$ cat src/rtl/keypad_bcd_encoder.sv
// Keypad scanner and BCD encoder for a 4x3 matrix keypad.
// Drives one column low at a time, samples the four rows through a
// two-flop synchronizer, assembles a 12-bit scan image, decodes it to a
// BCD key code, and runs a debounce FSM. The FSM emits each accepted press
// once as a one-cycle BCD_valid strobe.
//
// Handshake: BCD_valid is a one-cycle strobe qualifying BCD_out. There is
// no ready; the consumer must capture BCD_out in the cycle BCD_valid is high.
module keypad_bcd_encoder #(
  parameter int SCAN_DIV       = 4,
  parameter int DEBOUNCE_SCANS = 3
) (
  input  logic       CLK,
  input  logic       RST,
  input  logic [3:0] row_in,
  output logic [2:0] col_out,
  output logic [3:0] BCD_out,
  output logic       BCD_valid,
  output logic       key_held,
  output logic [1:0] o_dbg_state
);

  localparam int              DW         = (SCAN_DIV > 1) ? $clog2(SCAN_DIV) : 1;
  localparam logic [DW-1:0]   DWELL_LAST = DW'(SCAN_DIV - 1);
  localparam logic [3:0]      DEB        = 4'(DEBOUNCE_SCANS);

  typedef enum logic [1:0] {
    S_IDLE       = 2'd0,
    S_PRESS_CAND = 2'd1,
    S_PRESSED    = 2'd2,
    S_REL_CAND   = 2'd3
  } state_t;

  // Scanner state
  logic [3:0]    r_row_s1;
  logic [3:0]    r_row_s2;
  logic [DW-1:0] r_dwell;
  logic [1:0]    r_col;
  logic [11:0]   r_img;
  logic [11:0]   r_snap;
  logic          r_scan_done;
  logic [11:0]   w_img_sampled;

  // Decode results
  logic [3:0]    w_ones;
  logic [3:0]    w_code;
  logic          w_code_ok;
  logic          w_none;

  // Debounce FSM state and next values
  state_t        r_state;
  state_t        w_state;
  logic [3:0]    r_cand;
  logic [3:0]    w_cand;
  logic [3:0]    r_cnt;
  logic [3:0]    w_cnt;
  logic [3:0]    w_cnt_inc;
  logic [3:0]    r_bcd;
  logic [3:0]    w_bcd;
  logic          r_valid;
  logic          w_valid;
  logic          r_held;
  logic          w_held;

  // Column drive: one-cold, column 0 is bit 0.
  always_comb begin
    case (r_col)
      2'd0:    col_out = 3'b110;
      2'd1:    col_out = 3'b101;
      default: col_out = 3'b011;
    endcase
  end

  // Working image with the current column's inverted rows merged in.
  // Bit layout: image[col*4 + row].
  always_comb begin
    w_img_sampled = r_img;
    case (r_col)
      2'd0:    w_img_sampled[3:0]  = ~r_row_s2;
      2'd1:    w_img_sampled[7:4]  = ~r_row_s2;
      default: w_img_sampled[11:8] = ~r_row_s2;
    endcase
  end

  // Synchronizer, dwell/column counters, scan image and snapshot.
  always_ff @(posedge CLK) begin
    if (RST) begin
      r_row_s1    <= 4'b0000;
      r_row_s2    <= 4'b0000;
      r_dwell     <= '0;
      r_col       <= 2'd0;
      r_img       <= 12'h000;
      r_snap      <= 12'h000;
      r_scan_done <= 1'b0;
    end else begin
      r_row_s1    <= row_in;
      r_row_s2    <= r_row_s1;
      r_scan_done <= 1'b0;
      if (r_dwell == DWELL_LAST) begin
        r_dwell <= '0;
        if (r_col == 2'd2) begin
          r_col       <= 2'd0;
          r_snap      <= w_img_sampled;
          r_img       <= 12'h000;
          r_scan_done <= 1'b1;
        end else begin
          r_col <= r_col + 2'd1;
          r_img <= w_img_sampled;
        end
      end else begin
        r_dwell <= r_dwell + DW'(1);
      end
    end
  end

  // Snapshot decode: single key, star+hash chord, or none/ghost.
  always_comb begin
    w_ones    = 4'd0;
    w_code    = 4'b0000;
    w_code_ok = 1'b0;
    w_none    = (r_snap == 12'h000);
    for (int i = 0; i < 12; i++) begin
      w_ones = w_ones + {3'b000, r_snap[i]};
    end
    if (w_ones == 4'd1) begin
      w_code_ok = 1'b1;
      case (r_snap)
        12'h001: w_code = 4'd1;
        12'h002: w_code = 4'd4;
        12'h004: w_code = 4'd7;
        12'h008: w_code = 4'b1011;
        12'h010: w_code = 4'd2;
        12'h020: w_code = 4'd5;
        12'h040: w_code = 4'd8;
        12'h080: w_code = 4'd0;
        12'h100: w_code = 4'd3;
        12'h200: w_code = 4'd6;
        12'h400: w_code = 4'd9;
        default: w_code = 4'b1100;
      endcase
    end else if (r_snap == 12'h808) begin
      w_code_ok = 1'b1;
      w_code    = 4'b1101;
    end
  end

  // Debounce FSM next-state and output logic; only acts on scan_done.
  always_comb begin
    w_state   = r_state;
    w_cand    = r_cand;
    w_cnt     = r_cnt;
    w_bcd     = r_bcd;
    w_valid   = 1'b0;
    w_held    = r_held;
    w_cnt_inc = (r_cnt == 4'hF) ? r_cnt : r_cnt + 4'd1;
    if (r_scan_done) begin
      case (r_state)
        S_IDLE: begin
          if (w_code_ok) begin
            w_cand = w_code;
            w_cnt  = 4'd1;
            if (DEB <= 4'd1) begin
              w_bcd   = w_code;
              w_valid = 1'b1;
              w_held  = 1'b1;
              w_state = S_PRESSED;
            end else begin
              w_state = S_PRESS_CAND;
            end
          end
        end
        S_PRESS_CAND: begin
          if (w_code_ok) begin
            if (w_code == r_cand) begin
              w_cnt = w_cnt_inc;
              if (w_cnt_inc >= DEB) begin
                w_bcd   = r_cand;
                w_valid = 1'b1;
                w_held  = 1'b1;
                w_state = S_PRESSED;
              end
            end else begin
              w_cand = w_code;
              w_cnt  = 4'd1;
            end
          end else begin
            w_cnt   = 4'd0;
            w_state = S_IDLE;
          end
        end
        S_PRESSED: begin
          if (w_none) begin
            w_cnt = 4'd1;
            if (DEB <= 4'd1) begin
              w_held  = 1'b0;
              w_state = S_IDLE;
            end else begin
              w_state = S_REL_CAND;
            end
          end
        end
        default: begin
          if (w_none) begin
            w_cnt = w_cnt_inc;
            if (w_cnt_inc >= DEB) begin
              w_cnt   = 4'd0;
              w_held  = 1'b0;
              w_state = S_IDLE;
            end
          end else begin
            w_state = S_PRESSED;
          end
        end
      endcase
    end
  end

  // FSM state and registered outputs.
  always_ff @(posedge CLK) begin
    if (RST) begin
      r_state <= S_IDLE;
      r_cand  <= 4'd0;
      r_cnt   <= 4'd0;
      r_bcd   <= 4'd0;
      r_valid <= 1'b0;
      r_held  <= 1'b0;
    end else begin
      r_state <= w_state;
      r_cand  <= w_cand;
      r_cnt   <= w_cnt;
      r_bcd   <= w_bcd;
      r_valid <= w_valid;
      r_held  <= w_held;
    end
  end

  assign BCD_out     = r_bcd;
  assign BCD_valid   = r_valid;
  assign key_held    = r_held;
  assign o_dbg_state = r_state;

endmodule
$ cat config.mk
export PLATFORM = sky130hd
export DESIGN_NAME = keypad_bcd_encoder
export DESIGN_NICKNAME = d
export VERILOG_FILES = /design/src/rtl/keypad_bcd_encoder.sv
export SDC_FILE = /design/constraint.sdc
export NUM_CORES = 1
export LEC_CHECK = 0
export CAP_MARGIN = 20
export CORE_MARGIN = 8
export CORE_UTILIZATION = 60
export DETAILED_ROUTE_END_ITERATION = 10
export GPL_TIMING_DRIVEN = 0
export PLACE_DENSITY = 0.92
export SYNTH_ARGS = -nofsm -noshare
export SYNTH_HDL_FRONTEND = slang
export SYNTH_SLANG_ARGS = --single-unit
$ cat constraint.sdc
create_clock -name CLK -period 14 [get_ports CLK]
set_input_delay 1.4 -clock CLK [delete_from_list [all_inputs] [get_ports CLK]]
set_output_delay 1.4 -clock CLK [all_outputs]
set_load 0.01 [all_outputs]
==> metrics list <==
- Depth of the most critical reg-to-reg path: 17
- Total of buffers placed on input and output ports: 16
* Clk slew on worst S/H paths: 0.10 ns
- GRT Residual Overflow: 0
- Hold-fix buffer count after cts: 0
- Width of the die: 87.03 microns
- Power after layout: 265.5 uW
- Via total after detailed routing: 2924
- Of the total synthesized cell area, the portion taken by full adders, half adders and majority gates is 0.1000.
- Final setup violation count: 0
- Terminus of the critical flop-to-flop path: BCD_out[3]
- Detail Placement HPWL: 5620 microns
* 1st-pass router iterations: 6
- After synthesis the cells add up to 3027 sq um.
- Power spread over the standard cell area amounts to 78.30 nW/um^2.
* Post-synthesis compound-gate area fraction: 0.1811
- Clock latency at the later pin of the worst-skew pair: 0.32 ns
- Core outline area: 4977 sq um
- Final Critical Period: 5.515 ns
- Number of setup buffers added after CTS: 0
* Final nets: 417
- After detailed routing, the average wire length per cell comes to 16.78 microns.
- FF+latch count, synth: 49
* Sequential area share after synthesis: 0.3241
* Worst setup EP type: flip-flop
- Count of inserted antenna diode cells: 0
- Largest cells by area after synthesis: sky130_fd_sc_hd__dfxtp_1 (32%), sky130_fd_sc_hd__ha_1 (5.4%), sky130_fd_sc_hd__fa_1 (4.6%)
* Number of global-route vias before repair: 2817
- Most frequent cells in the layout: sky130_fd_sc_hd__dfxtp_1 (49), sky130_fd_sc_hd__nand2_1 (35), sky130_fd_sc_hd__inv_1 (29), sky130_fd_sc_hd__nor2_1 (29), sky130_fd_sc_hd__a21oi_1 (20)
* Main combinational cell family by area after synthesis: simple AND/OR/NAND/NOR gates
- Of the total synthesized cell area, the portion taken by XOR and XNOR cells is 0.02026.
* Unrepaired setup endpoints after global routing: no
* Worst slew margin: 0.3816
* Final Hold Violating Endpoints: 0
- Worst-path maximum fanout: 10
* GR Util All Layers: 0.2136
- The die covers 7573 sq um.
- Data arrival time at the worst-slack endpoint: 5.72 ns
- Of the total synthesized cell area, the portion taken by AND, OR, NAND and NOR gates is 0.2695.
- Using the TritonRoute via totals, the vias-per-cell ratio works out to 6.329.
* Most instantiated flip-flop cell in the synthesis netlist: sky130_fd_sc_hd__dfxtp_1
- After detailed routing, the number of remaining DRC violations is 0.
- Share of layout cells above drive strength 1: 0.07653
- Final ANT Viol Nets: 0
- Number of cell rows: 26
* Portion of netlist area occupied by mux cells: 0.02976
- Reg2Reg Setup Slack: 8.48 ns
- Final total negative setup slack: 0 ns
* Leakage: 1.312 nW
- Worst reg2reg path startpoint: r_snap[7]
- On the final layout, the worst clock skew is 0.01515 ns.
- Initial standard-cell utilization of the core: 0.6081
- Transition at the pin with the smallest max-transition slack: 0.9043 ns
- Kind of start point of the critical path: flip-flop
* Max-slew violation count: 0
- Counting the fill cells in the layout gives 376.
- Post-synth EDFFs: 0
- The clock passes through at most 2 buffers.
- Library cell occupying the most area in the post-synthesis netlist: sky130_fd_sc_hd__dfxtp_1
- The number of clock buffers added by TritonCTS is 5.
- The min-delay analysis places its worst path in the category reg -> reg.
- Root buffer cell: sky130_fd_sc_hd__clkbuf_8
- For this design, the sink count on the clock tree is 49.
- Number of violations of the max-capacitance limit: 0
- Chip Height: 87.03 microns
- In this run, distinct cell masters in the synthesized netlist total 61.
- Pin placement for this block handled 17 I/O pins.
* Most common cell after layout, fill and taps aside: sky130_fd_sc_hd__dfxtp_1
- Worst IR drop on VDD: 0.08589 mV
- Detailed router's first-iteration violation count: 431
- CTS tree: yes
- Each instance of the synthesized netlist takes up on average 8.225 sq um.
- Number of warnings reported in the yosys synthesis log: 0
- The number of nets in the synthesized netlist is 394.
- Crit Path Class: reg -> reg
* Pin count of the biggest net entering global routing: 18
- Layout overhead on the synthesized area: 12.03%
* Critical Path End: BCD_out[3]
- Of the available clock period, the critical path in the final layout requires 0.3939.
- Deepest level of the CTS H-tree: 2
* Antenna violations before repair: 0
- Gates resized during post-CTS repair numbered 0.
- After detailed routing, the total wire length is 7751 microns.
* Routability congestion estimate from global placement: 0.8917
- Wire length of the first global-routing pass: 12910 microns
- The most critical setup path has its startpoint at r_snap[7].
- The flow ran to the end, and the final reports show no timing, DRC or antenna violations.
- Of the post-synthesis cell area, the dominant cell type holds 0.3241.
- In the synthesized netlist, the number of instances is 368.
- Counting flops with an async set or reset pin after synthesis yields a share of 0.
* Required arrival time at the worst endpoint: 14.20 ns
* Max Fclk: 181.3 MHz
Yosys cell counts (all sizes together), types with 3 or more instances:
master  instances
or3             7
nor4            4
xor2            4
inv            29
nand3           6
and2            4
o21ai          12
clkbuf         14
a31oi           6
nand4           9
a21oi          20
fa              7
nor3           18
nor2b          13
nand2          35
a211oi         12
ha             13
dfxtp          49
or2             6
o211ai          4
mux2i           9
a41oi           3
nand3b          3
xnor2           3
nor2           29
a22oi           4
or4             5
buf            11
cells by family after synthesis:
logic type / after synthesis
AOI/OAI and AO/OA: 79
buffers and inverters: 54
adders and majority gates: 20
DFF: 49
muxes: 9
xor gates and xnor gates: 7
and+or+nand+nor: 150
worst min-delay path by stage:
stage	from	to	cells after the start
after global routing	r_row_s1[2]	r_row_s2[2]	1
after global placement	r_dwell[0]	r_dwell[0]	1
after detailed placement	r_row_s1[1]	r_row_s2[1]	1
after CTS	r_dwell[0]	r_dwell[0]	1
final	r_dwell[0]	r_dwell[0]	1
after floorplan	r_dwell[0]	r_dwell[0]	1
metrics by stage:
step	setup WS (ns)	hold slack (ns)	utilization	instance area [sq um]	std cells
2_1_floorplan	9.089	0.4043	-	3027	368
3_5_place_dp	8.600	0.4302	0.6579	3274	454
6_report	8.485	0.4453	0.6812	3391	462
4_1_cts	8.535	0.4503	0.6812	3391	462
5_1_grt	8.113	0.4744	0.6812	3391	462
3_3_place_gp	8.685	0.4146	0.6579	3274	454
worst max-delay path, cell delays in order (launching register included):
cell and delay (ns):
sky130_fd_sc_hd__dfxtp_1 0.55, sky130_fd_sc_hd__fa_1 0.50, sky130_fd_sc_hd__fa_1 0.49, sky130_fd_sc_hd__inv_1 0.05, sky130_fd_sc_hd__fa_1 0.51, sky130_fd_sc_hd__fa_1 0.41, sky130_fd_sc_hd__inv_1 0.06, sky130_fd_sc_hd__ha_1 0.16
sky130_fd_sc_hd__inv_1 0.05, sky130_fd_sc_hd__fa_1 0.47, sky130_fd_sc_hd__nand3b_1 0.19, sky130_fd_sc_hd__nor2_1 0.57, sky130_fd_sc_hd__a41oi_2 0.21, sky130_fd_sc_hd__xnor2_1 0.22, sky130_fd_sc_hd__or4_1 0.55, sky130_fd_sc_hd__buf_2 0.18
sky130_fd_sc_hd__mux2i_1 0.15, sky130_fd_sc_hd__nor2_1 0.06
per-layer routing:
layer  GRT usage  part of all wire  vias to the layer above  wire, microns
met5           0                 0                        -              0
met4     0.09390             0.029                        0            226
met3     0.04528             0.068                       32            527
met2      0.3928              0.51                      153           3927
met1      0.2276              0.40                     1393           3069
li1            -                 -                     1346              -
where the power goes:
| group | internal (mW) | switching [mW] | total (mW) |
|---|---|---|---|
| sequential | 0.142 | 0.00165 | 0.144 |
| clock | 0.0546 | 0.0536 | 0.108 |
| combinational | 0.00551 | 0.00790 | 0.0134 |
| total | 0.202 | 0.0632 | 0.265 |
flip-flops by register name, summed over array words and instances, names as in the netlist:
signal       count
r_scan_done      1
r_cand           4
r_dwell          2
r_col            2
r_row_s1         4
BCD_out          4
r_img            8
key_held         1
r_cnt            4
BCD_valid        1
r_row_s2         4
o_dbg_state      2
r_snap          12
final cells by class:
cell class	instances	area, sq um	area share
plain buffers	25	118.9	0.03506
clock buffers	5	68.82	0.02030
clock inverters	3	47.55	0.01402
inverters	29	108.9	0.03210
multi-input cells	265	1818	0.5362
flip-flops and latches	49	980.9	0.2893
well taps	70	87.58	0.02583
repair buffers	16	160.2	0.04723
Note: power is estimated with default switching activity, not from simulation.
